File: src/rtl/ahbl_splitter_n.sv
// N-way AHB-Lite address decoder / response mux with a built-in ERROR default subordinate.
// Optional wait-state watchdog: define AHBL_SPLITTER_TIMEOUT_EN.
module ahbl_splitter_n #(
    parameter int unsigned   N_SLAVES       = 3,
    parameter logic [31:0]   ADDR_MASK      = 32'hF000_0000,
    parameter logic [511:0]  SLAVE_BASE     = 512'({32'h2000_0000, 32'h1000_0000, 32'h0000_0000}),
    parameter int unsigned   TIMEOUT_CYCLES = 256
) (
    input  logic                     HCLK,
    input  logic                     HRESET,
    input  logic [31:0]              HADDR,
    input  logic [1:0]               HTRANS,
    output logic                     HREADY,
    output logic [31:0]              HRDATA,
    output logic                     HRESP,
    output logic [N_SLAVES-1:0]      S_HSEL,
    input  logic [32*N_SLAVES-1:0]   S_HRDATA,
    input  logic [N_SLAVES-1:0]      S_HREADYOUT,
    input  logic [N_SLAVES-1:0]      S_HRESP,
    output logic [15:0]              ERR_COUNT
);
    localparam int IW = (N_SLAVES > 1) ? $clog2(N_SLAVES) : 1;

    typedef enum logic [1:0] {SEL_NONE, SEL_SLOT, SEL_DFLT} sel_e;
    typedef enum logic [1:0] {ST_IDLE, ST_ERR1, ST_ERR2} st_e;

    sel_e          sel_q, sel_d;
    logic [IW-1:0] idx_q, idx_d;
    st_e           state_q, state_d;
    logic [15:0]   err_q, err_d;

    logic          hit_any;
    logic [IW-1:0] hit_idx;
    logic          accept;
    logic          tmo;

    // Descending scan so the lowest matching slot overrides higher ones.
    always_comb begin
        hit_any = 1'b0;
        hit_idx = '0;
        S_HSEL  = '0;
        for (int i = N_SLAVES - 1; i >= 0; i--) begin
            if ((HADDR & ADDR_MASK) == SLAVE_BASE[32*i +: 32]) begin
                hit_any   = 1'b1;
                hit_idx   = IW'(i);
                S_HSEL    = '0;
                S_HSEL[i] = 1'b1;
            end
        end
    end

    always_comb begin
        HREADY = 1'b1;
        HRESP  = 1'b0;
        HRDATA = '0;
        case (sel_q)
            SEL_SLOT: begin
                HREADY = S_HREADYOUT[idx_q];
                HRESP  = S_HRESP[idx_q];
                HRDATA = S_HRDATA[32*idx_q +: 32];
            end
            SEL_DFLT: begin
                HREADY = (state_q == ST_ERR2);
                HRESP  = 1'b1;
            end
            default: ;
        endcase
    end

    assign accept = HREADY;

`ifdef AHBL_SPLITTER_TIMEOUT_EN
    localparam int TW = $clog2(TIMEOUT_CYCLES + 1);
    logic [TW-1:0] wait_q, wait_d;
    logic          stalled;

    assign stalled = (sel_q == SEL_SLOT) && !S_HREADYOUT[idx_q];
    // Fires on the last permitted wait cycle so ERR1 follows exactly TIMEOUT_CYCLES stalls.
    assign tmo     = stalled && (wait_q == TW'(TIMEOUT_CYCLES - 1));

    always_comb begin
        wait_d = wait_q;
        if (accept)       wait_d = '0;
        else if (stalled) wait_d = wait_q + 1'b1;
    end

    always_ff @(posedge HCLK or posedge HRESET) begin
        if (HRESET) wait_q <= '0;
        else        wait_q <= wait_d;
    end
`else
    assign tmo = 1'b0;
`endif

    always_comb begin
        sel_d   = sel_q;
        idx_d   = idx_q;
        state_d = state_q;
        err_d   = err_q;
        if (state_q == ST_ERR1)      state_d = ST_ERR2;
        else if (state_q == ST_ERR2) state_d = ST_IDLE;
        if (accept) begin
            if (HTRANS[1] && hit_any) begin
                sel_d = SEL_SLOT;
                idx_d = hit_idx;
            end else if (HTRANS[1]) begin
                sel_d   = SEL_DFLT;
                state_d = ST_ERR1;
            end else begin
                sel_d = SEL_NONE;
            end
        end
        if (tmo) begin
            sel_d   = SEL_DFLT;
            state_d = ST_ERR1;
        end
        if (state_d == ST_ERR1 && state_q != ST_ERR1 && err_q != 16'hFFFF)
            err_d = err_q + 16'd1;
    end

    always_ff @(posedge HCLK or posedge HRESET) begin
        if (HRESET) begin
            sel_q   <= SEL_NONE;
            idx_q   <= '0;
            state_q <= ST_IDLE;
            err_q   <= '0;
        end else begin
            sel_q   <= sel_d;
            idx_q   <= idx_d;
            state_q <= state_d;
            err_q   <= err_d;
        end
    end

    assign ERR_COUNT = err_q;
endmodule

File: config.mk
export PLATFORM = sky130hd
export DESIGN_NAME = ahbl_splitter_n
export DESIGN_NICKNAME = d
export VERILOG_FILES = /design/src/rtl/ahbl_splitter_n.sv
export SDC_FILE = /design/constraint.sdc
export NUM_CORES = 1
export LEC_CHECK = 0
export ABC_AREA = 1
export CAP_MARGIN = 20
export CORE_MARGIN = 8
export CORE_UTILIZATION = 35
export CTS_BUF_LIST = sky130_fd_sc_hd__clkbuf_16
export DETAILED_ROUTE_END_ITERATION = 10
export PLACE_DENSITY = 0.95
export SYNTH_ARGS = -nofsm -noshare
export SYNTH_HDL_FRONTEND = slang
export SYNTH_SLANG_ARGS = --single-unit
File: constraint.sdc
create_clock -name HCLK -period 4 [get_ports HCLK]
set_input_delay 0.4 -clock HCLK [delete_from_list [all_inputs] [get_ports HCLK]]
set_output_delay 0.4 -clock HCLK [all_outputs]
set_load 0.02 [all_outputs]
# [Word-level counts from Yosys, hierarchy flattened]
# Index checks and enable logic that the tools add are counted.
[op_classes] n_lt_le_gt_ge=1 reduce_logical=5 n_shift=1 n_eq_ne=9 n_mux=23 n_addsub=1
[ops] operator="$shiftx A96 B8 Y32" count=1
[ops] operator="$logic_not A32 Y1" count=1
[ops] operator="$mux W32" count=1
[ops] operator="$mux W2" count=10
[ops] operator="$add A16 B1 Y16 const B" count=1
[ops] operator="$ne A16 B16 Y1 const B" count=1
[ops] operator="$mux W3" count=3
[ops] operator="$eq A2 B1 Y1 const B" count=3
[ops] operator="$mux W1" count=5
[ops] operator="$bmux W1 S2" count=2
[ops] operator="$eq A2 B2 Y1 const B" count=2
[ops] operator="$eq A4 B1 Y1 const B" count=1
[ops] operator="$eq A4 B2 Y1 const B" count=1
[ops] operator="$pmux W1 S2" count=2
[ops] operator="$logic_and A1 B1 Y1" count=3
[ops] operator="$lt A2 B3 Y1 const B" count=1
[ops] operator="$ne A2 B1 Y1 const B" count=1
[ops] operator="$reduce_and A2 Y1" count=1
[totals] elab_cells=44 register_bits=22

# [Depth between registers and ports, before layout]
# Gate-level depths: netlist of the first run.
[depth] word_depth=10 depth_mapped=11 mapped_depth_nobuf=9

# [Worst setup path before layout of the first run]
# Ideal clock, no wire load.
[synth_timing] path_type="reg2out" start="register idx_q[0]" end="output port HRDATA[10]" required_ps=3600 slack_ps=2225 stages_incl_launch_ff=6 arrival_time_ps=1375 n_path_buf=2 cell_sequence="dfrtp_1 > buf_4 > nor2_4 > buf_1 > nand2_1 > a21oi_1"
[synth_via] elab_chain_cells=2
[synth_rtl] element="start, declared" line="28" rtl="logic [IW-1:0] idx_q, idx_d;"
[synth_rtl] element="start signal, assigned" line="129" rtl="idx_q <= idx_d;"
[synth_rtl] element="$shiftx A96 B8 Y32" line="60" rtl="HRDATA = S_HRDATA[32*idx_q +: 32];"
[synth_rtl] element="$mux W32" line="56" rtl="case (sel_q)"
[synth_rtl] element="end, declared" line="14" rtl="output logic [31:0] HRDATA,"
# Every way passes these cells.

# [Worst setup path after layout of the first run]
[layout_timing] start="register idx_q[0]" end="output port HREADY"
[layout_via] elab_chain_cells=3
[layout_rtl] element="$bmux W1 S2" line="58" rtl="HREADY = S_HREADYOUT[idx_q];"
[layout_rtl] element="$mux W1 (implied by the code)" line="58"
[layout_rtl] element="$pmux W1 S2" line="56"
[layout_rtl] element="end, declared" line="13" rtl="output logic HREADY,"
# Every way passes these cells. The select of a mux whose other input is x is not followed.

==> impl_metrics.yaml, run 1 <==
run_status:
  outcome: "complete, no violations"
timing:
  worst_slack_ns: 1.02
  fmax_mhz: 335
  finalSetupViolations: 0
  hold_viol: 0
  worst_slew_pin_slew_ns: 0.976
  relSlewSlack_pct: 34.8
  holdWs_ns: 0.527
  post-route-period-util_pct: 74.6
  min_period_ns: 2.98
  rsz0062_at_grt: "no"
  maxSlewViolCount: 0
  skew_ns: 0.00121
  setup_tns_ns: 0
placement:
  gp_congestion: 0.925
  placed_area_um2: 3790
  numPlacedInstances: 594
  dp_hpwl_mm: 7.55
  port_buffers: 161
  preCtsSetupSlack_ns: 1.27
setup_path:
  worst_setup_path_start_kind: "flip-flop"
  critical_path.cell_chain: "inv_2, nand2_1, nand3_1, nand2_1, nand2_2, nand2_1, clkdlybuf4s50_1"
  r2r_slack_ns: 1.57
  r2r_cells: 9
  crit_path_frequent_cell: "nand2_1"
  r2r_end: "ERR_COUNT[12]"
  critPathSlowestCell: "dfrtp_1"
  crit_fanout: 34
  cp_top_family: "buffers and inverters"
  cp.buffers_inverters: 2
  crit_type: "reg2out"
  end_kind: "primary output"
  slowest_delay_ns: 0.72
  crit_arrival_ns: 2.58
  critPathRequiredTime_ns: 3.60
  r2r-start: "idx_q[0]"
floorplan:
  initial_utilization_pct: 36.3
  die_h_um: 94.6
  rows: 28
  die_w_um: 94.6
  die_area_um2: 8940
  ioPinCount: 191
  core_um2: 5960
power:
  vdd_drop_max_mv: 0.396
  pwr_density_cell_nw_per_um2: 427
  p_leak_nw: 1.61
  finalPower_mw: 1.65
logic_synthesis:
  synth_top_cell_area_share_pct: 25.5
  synthFlopType: "dfrtp_1"
  synth_most_common_cell: "nand2_1"
  synth_common_cells: "102 x nand2_1, 83 x nor2_1, 37 x o21ai_0, 33 x a21oi_1, 24 x nand3_1"
  yosysUniqueCellTypes: 28
  synthCells: 375
  ys_warn_count: 0
  ys_ff_latch: 22
  synth_top_area_cell: "dfrtp_1"
  synth-edff-count: 0
  async_flop_share_pct: 100
  ys_seq_area_share_pct: 25.5
  synth_nets: 516
  netlist_top_cells_area: "dfrtp_1 25%, nand2_1 18%, nor2_1 14%, o21ai_0 8.6%, a21oi_1 7.6%"
  netlist_area_um2: 2160
  synth_area_per_cell_um2: 5.76
hold_path:
  hold-path-cell-count: 2
  hold_class: "reg2reg"
  worstHoldStart: "ERR_COUNT[1]"
  holdPathEnd: "ERR_COUNT[1]"
clock_network:
  cts_tree: "done"
  numCtsBuffers: 3
  htree_levels: 1
  clockRootBuffer: "clkbuf_16"
  clock-sinks: 22
  path_clk_slew_ns: 0.06
  post_cts_buffers: 0
  clock_latency_ns: 0.25
  clock_path_buffers: 2
  cts_hold_repair.buffers: 0
  cts_resized: 0
cells_and_area:
  syn_to_final_growth_pct: 79.1
  final_cells: 597
  layout.nets: 665
  drive_gt1_share_pct: 3.45
  final_core_util_pct: 65.0
  diodes: 0
  fin_area_um2: 3870
drt:
  drc_errors: 0
  first_pass_iters: 5
  drt_iter0_markers: 160
  drt-vias-per-instance: 5.07
  wl_per_cell_um: 15.9
  antenna_left: 0
  dr_total_vias: 3026
  drt-total-wl_mm: 9.51
global_routing:
  grtUsageTotal_pct: 19.1
  grt_max_degree: 35
  grt_first_pass_wirelength_mm: 14.0
  overflow: 0
  antenna_found_initial: 0
  grt_pass1_vias: 2804
flow_run:
  cap_viol_max_count: 0
registers in the layout, indices dropped and copies added (netlist names):
register	flops
ERR_COUNT	16
idx_q	2
sel_q	2
state_q	2
cell usage in the layout (no fill, tap or decap), types with 5 or more instances in the layout:
cell type        instances
nand3_1                 24
xnor2_1                  7
nand2_1                102
a21oi_1                 33
inv_2                    5
o21ai_0                 37
dfrtp_1                 22
inv_1                   16
clkdlybuf4s50_1        161
nor2_1                  83
how the worst max path moves through the flow:
| stage | from | to | slack (ns) | cells past startpoint |
|---|---|---|---|---|
| 2_1_floorplan | idx_q[0] | HRDATA[10] | 2.23 | 5 |
| 3_3_place_gp | idx_q[0] | HREADY | 1.30 | 7 |
| 3_5_place_dp | idx_q[0] | HREADY | 1.27 | 7 |
| 4_1_cts | idx_q[0] | HREADY | 1.0 | 7 |
| 5_1_grt | idx_q[0] | HREADY | 0.83 | 7 |
| 6_report | idx_q[0] | HREADY | 1.02 | 7 |
logic make-up after synthesis:
logic type	after synthesis	synth area share (%)
xor+xnor	11	4.46
flops	22	25.5
fa+ha+maj	3	1.74
simple gates	223	42.1
compound gates	75	18.2
buf+inv	41	7.99
power breakdown:
| part | switching, mW | internal [mW] | total [mW] |
|---|---|---|---|
| clock network | 0.0746 | 0.132 | 0.207 |
| registers | 0.0682 | 0.270 | 0.338 |
| logic | 0.665 | 0.441 | 1.11 |
| total | 0.808 | 0.843 | 1.65 |
tightest hold or removal path: stages (launching register included):
cell and delay, ns:
dfrtp_1 0.38, nand2_1 0.06, nand2_1 0.05
metal layers:
layer,vias up,wire [um],global-route usage [%]
li1,1497,-,-
met1,1377,3650,22.5
met2,141,4830,35.1
met3,11,877,3.57
met4,0,150,3.90
met5,-,0,0
area by class of cell:
type                       instances  area [um^2]
timing repair buffer             164         1630
sequential                        22          551
clock buffer                       3         75.1
inverter                          21         78.8
tap                               75         93.8
multi-input combinational        312         1440
fill                             493         2090
No activity file was read; power rests on OpenSTA's default activity.
==> run 2: changes to the inputs <==
Settings changed: CORE_UTILIZATION 35 to 29, PLACE_DENSITY 0.95 to 0.87.
Clock period 4 ns to 2.6 ns, I/O delays scaled along.
==> run 2 against run 1 <==
Net effect:
- non-clock buffer count is 6 higher
- global-route usage is 2.2 points lower
- routed wire length is 0.19% lower
- via count is 0.36% higher
- setup slack worse by 0.85 ns
- critical endpoint is now HRDATA[24]
- critical path depth is 1 lower
- flip-flop and latch count stayed put
- sequential power is 53% higher
- clock-buffer cell count stayed put
- die area is 17% higher
- total power is 58% higher
==> impl_metrics.yaml, run 2 (synthesis results as in run 1) <==
run_status:
  outcome: "complete, no violations"
timing:
  setup_tns_ns: 0
  fmax_mhz: 411
  holdWs_ns: 0.470
  worst_slew_pin_slew_ns: 0.831
  finalSetupViolations: 0
  worst_slack_ns: 0.168
  maxSlewViolCount: 0
  skew_ns: 0.00284
  rsz0062_at_grt: "no"
  relSlewSlack_pct: 44.5
  hold_viol: 0
  min_period_ns: 2.43
  post-route-period-util_pct: 93.5
global_routing:
  overflow: 0
  grt_pass1_vias: 2973
  grt_max_degree: 33
  antenna_found_initial: 0
  grt_first_pass_wirelength_mm: 14.5
  grtUsageTotal_pct: 16.9
drt:
  dr_total_vias: 3037
  drc_errors: 0
  first_pass_iters: 4
  wl_per_cell_um: 15.1
  drt-total-wl_mm: 9.49
  drt_iter0_markers: 135
  drt-vias-per-instance: 4.84
  antenna_left: 0
floorplan:
  core_um2: 7250
  ioPinCount: 191
  die_area_um2: 10500
  initial_utilization_pct: 29.8
  die_w_um: 102
  rows: 31
  die_h_um: 102
cells_and_area:
  drive_gt1_share_pct: 4.73
  largest_register_ffs: 16
  syn_to_final_growth_pct: 83.2
  final_common_cell: "clkdlybuf4s50_1"
  layout.nets: 671
  final_cells: 627
  diodes: 0
  final_cell_mix: "161 x clkdlybuf4s50_1, 102 x nand2_1, 83 x nor2_1, 37 x o21ai_0, 33 x a21oi_1"
power:
  switching_share_pct: 48.0
  pwr_density_cell_nw_per_um2: 660
  p_clk_share_pct: 12.4
  vdd_drop_max_mv: 0.538
  pwr-share-seq_pct: 19.8
  finalPower_mw: 2.61
  p_comb_share_pct: 67.8
  p_int_mw: 1.36
  p_leak_nw: 1.64
  switchingPower_mw: 1.25
clock_network:
  numCtsBuffers: 3
  clock-sinks: 22
  clockRootBuffer: "clkbuf_16"
  path_clk_slew_ns: 0.06
  clock_latency_ns: 0.26
  cts_tree: "done"
  htree_levels: 1
  cts_hold_repair.buffers: 0
  clock_path_buffers: 2
setup_path:
  r2r-start: "ERR_COUNT[0]"
  worst_setup_path_start_kind: "flip-flop"
  critical_path.cell_chain: "inv_1, ha_1, inv_1, buf_4, a21oi_1, clkdlybuf4s50_1"
  crit_type: "reg2out"
  end_kind: "primary output"
  crit_cells: 6
  crit_arrival_ns: 2.17
  critPathRequiredTime_ns: 2.34
  r2r_end: "ERR_COUNT[9]"
  crit_path_frequent_cell: "inv_1"
  cp.buffers_inverters: 4
  critPathSlowestCell: "clkdlybuf4s50_1"
  r2r_slack_ns: 0.71
  slowest_delay_ns: 0.63
  crit_fanout: 22
  cp_top_family: "buffers and inverters"
  r2r_cells: 9
placement:
  port_buffers: 161
  dp_hpwl_mm: 7.65
  numPlacedInstances: 624
  gp_congestion: 0.855
  preCtsSetupSlack_ns: 0.304
hold_path:
  hold_class: "in2async"
flow_run:
  cap_viol_max_count: 0
==> run 2: power groups by stage <==
| stage | sequential, mW | combinational (mW) | clock, mW |
|---|---|---|---|
| floorplan | 0.512 | 1.12 | 0 |
| global placement | 0.517 | 1.73 | 0 |
| detailed placement | 0.520 | 1.77 | 0 |
| CTS | 0.516 | 1.77 | 0.328 |
| global route | 0.530 | 1.96 | 0.344 |
| finish | 0.516 | 1.77 | 0.324 |
==> run 2: worst max-delay path by stage <==
stage	from	slack, ns	end
6_report	sel_q[1]	0.17	HRDATA[24]
5_1_grt	sel_q[1]	0.02	HRDATA[24]
4_1_cts	idx_q[0]	0.02	HRDATA[2]
3_5_place_dp	idx_q[0]	0.30	HRDATA[2]
3_3_place_gp	idx_q[0]	0.38	HRDATA[6]
2_1_floorplan	ERR_COUNT[0]	0.84	ERR_COUNT[0]
==> run 2: stage by stage <==
stage / utilization, % / instance area (um^2)
6_report: 54.6 / 3960
5_1_grt: 54.6 / 3960
4_1_cts: 54.6 / 3960
3_5_place_dp: 53.5 / 3880
3_3_place_gp: 53.5 / 3880
2_1_floorplan: - / 2160
==> run 2: routing by layer <==
metal	global-route usage [%]	vias up	part of all wire (%)
met5	0	-	0
met4	3.39	0	1.1
met3	3.47	9	8.7
met2	31.4	117	50
met1	19.4	1403	41
li1	-	1508	-
==> run 2: area by class of cell <==
type	count	area (um^2)
inverters	21	78.8
repair buffers	170	1690
fillers	673	3290
multi-input cells	312	1440
flip-flops and latches	22	552
clock buffers	3	75.1
well taps	99	124
==> run 2: timing repair <==
item | CTS | global route
buffers inserted | 0 | 0
resized for setup | 0 | 1
endpoints found under the setup margin | 0 | 17
==> run 3: changes to the inputs <==
Settings changed: SETUP_SLACK_MARGIN set to 0.1.
==> run 3 against run 2 <==
Net effect:
- hold slack about the same
- critical endpoint is now HRDATA[2]
- register-to-register slack about the same
- utilization up 0.97 points
- cell area is 1.8% higher
- largest power group unchanged
- clock power is essentially flat
- combinational power hardly changed
==> impl_metrics.yaml, run 3 (synthesis results as in run 1) <==
cells_and_area:
  drive_gt1_share_pct: 5.09
  fin_area_um2: 4030
  largest_register_ffs: 16
  syn_to_final_growth_pct: 86.5
  diodes: 0
  final_common_cell: "clkdlybuf4s50_1"
  final_cell_mix: "139 x clkdlybuf4s50_1, 102 x nand2_1, 83 x nor2_1, 37 x o21ai_0, 33 x a21oi_1"
  layout.nets: 673
clock_network:
  numCtsBuffers: 3
  path_clk_slew_ns: 0.06
  cts_tree: "done"
  htree_levels: 1
  clock-sinks: 22
  cts_hold_repair.buffers: 0
  clockRootBuffer: "clkbuf_16"
  clock_path_buffers: 2
  clock_latency_ns: 0.26
global_routing:
  grt_max_degree: 33
  antenna_found_initial: 0
  grt_pass1_vias: 2973
  grtUsageTotal_pct: 16.9
  overflow: 0
  grt_first_pass_wirelength_mm: 14.5
timing:
  maxSlewViolCount: 0
  min_period_ns: 2.34
  post-route-period-util_pct: 89.8
  skew_ns: 0.00276
  relSlewSlack_pct: 44.5
  hold_viol: 0
  fmax_mhz: 428
  rsz0062_at_grt: "no"
  finalSetupViolations: 0
  worst_slew_pin_slew_ns: 0.832
  setup_tns_ns: 0
drt:
  dr_total_vias: 3058
  wl_per_cell_um: 15.3
  drc_errors: 0
  drt_iter0_markers: 165
  drt-total-wl_mm: 9.61
  drt-vias-per-instance: 4.86
  antenna_left: 0
  first_pass_iters: 4
floorplan:
  rows: 31
  core_um2: 7250
  ioPinCount: 191
  initial_utilization_pct: 29.8
  die_w_um: 102
  die_h_um: 102
  die_area_um2: 10500
setup_path:
  worst_setup_path_start_kind: "flip-flop"
  crit_type: "reg2out"
  cp_top_family: "buffers and inverters"
  end_kind: "primary output"
  critPathSlowestCell: "clkdlybuf4s50_1"
  crit_arrival_ns: 2.08
  slowest_delay_ns: 0.64
  cp.buffers_inverters: 2
  crit_fanout: 18
  crit_path_frequent_cell: "nor2_1"
  critPathRequiredTime_ns: 2.34
  critical_path.cell_chain: "buf_4, nor2_1, nor2_1, o21ai_0, a21oi_1, clkdlybuf4s50_1"
placement:
  port_buffers: 161
  gp_congestion: 0.855
  placed_area_um2: 3880
  dp_hpwl_mm: 7.65
power:
  vdd_drop_max_mv: 0.538
  p_leak_nw: 2.06
  pwr_density_cell_nw_per_um2: 652
flow_run:
  cap_viol_max_count: 0
hold_path:
  hold_class: "in2async"
run_status:
  outcome: "complete, no violations"
==> run 3: cell count changes in the layout (fill, tap and decap cells not counted) <==
| cell | change |
|---|---|
| clkdlybuf4s50_1 | -22 |
| dlymetal6s2s_1 | +22 |
| buf_4 | +2 |
==> run 3: cell type report <==
cell class                      count  area, um^2
Fill cell                         661        3220
Timing Repair Buffer              172        1760
Multi-Input combinational cell    312        1440
Sequential cell                    22         552
Tap cell                           99         124
Inverter                           21        78.8
Clock buffer                        3        75.1
==> run 3: per-layer routing <==
metal  vias to the layer above  track usage (%)  share of wire [%]
met5                         -                0                  0
met2                       121             31.4                 50
met1                      1416             19.4                 41
li1                       1512                -                  -
met4                         0             3.39                1.1
met3                         9             3.47                8.0
==> run 3: worst register-to-register path, delay by kind of cell (launching register included) <==
kind	cells	cell delay (ns)
simple gates	7	1.00
fa+ha+maj	1	0.29
flops	1	0.42
buf+inv	1	0.07
==> run 3: power breakdown <==
group | switching (mW) | leakage [nW] | internal [mW] | total (mW)
sequential | 0.0857 | 0.295 | 0.418 | 0.504
combinational | 1.05 | 1.72 | 0.747 | 1.80
clock | 0.121 | 0.0370 | 0.203 | 0.324
==> run 3: what timing repair did <==
action                                  in CTS  in global routing
setup buffers                                0                  2
gates cloned                                 0                  0
endpoints found under the setup margin       2                 23
resized for setup                            1                 22
==> run 3: final timing paths <==
kind | from | endpoint | slack [ns] | depth (start not counted)
max | idx_q[0] | HRDATA[2] | 0.26 | 6
min | HRESET | ERR_COUNT[1] | 0.47 | 2
max reg2reg | ERR_COUNT[0] | ERR_COUNT[9] | 0.71 | 9
min reg2reg | idx_q[1] | idx_q[1] | 0.52 | 2
max in group asynchronous | HRESET | idx_q[0] | 1.56 | 2
min in group HCLK | idx_q[1] | idx_q[1] | 0.52 | 2
==> run 3: stage by stage <==
| stage | cells | util, % | hold WS (ns) | total power [mW] | setup slack (ns) |
|---|---|---|---|---|---|
| after floorplan | 375 | - | 0.249 | 1.63 | 0.838 |
| after global placement | 624 | 53.5 | 0.509 | 2.25 | 0.379 |
| after detailed placement | 624 | 53.5 | 0.506 | 2.29 | 0.304 |
| after CTS | 627 | 54.6 | 0.513 | 2.62 | 0.159 |
| after global routing | 629 | 55.5 | 0.557 | 2.85 | 0.153 |
| final | 629 | 55.5 | 0.470 | 2.63 | 0.265 |
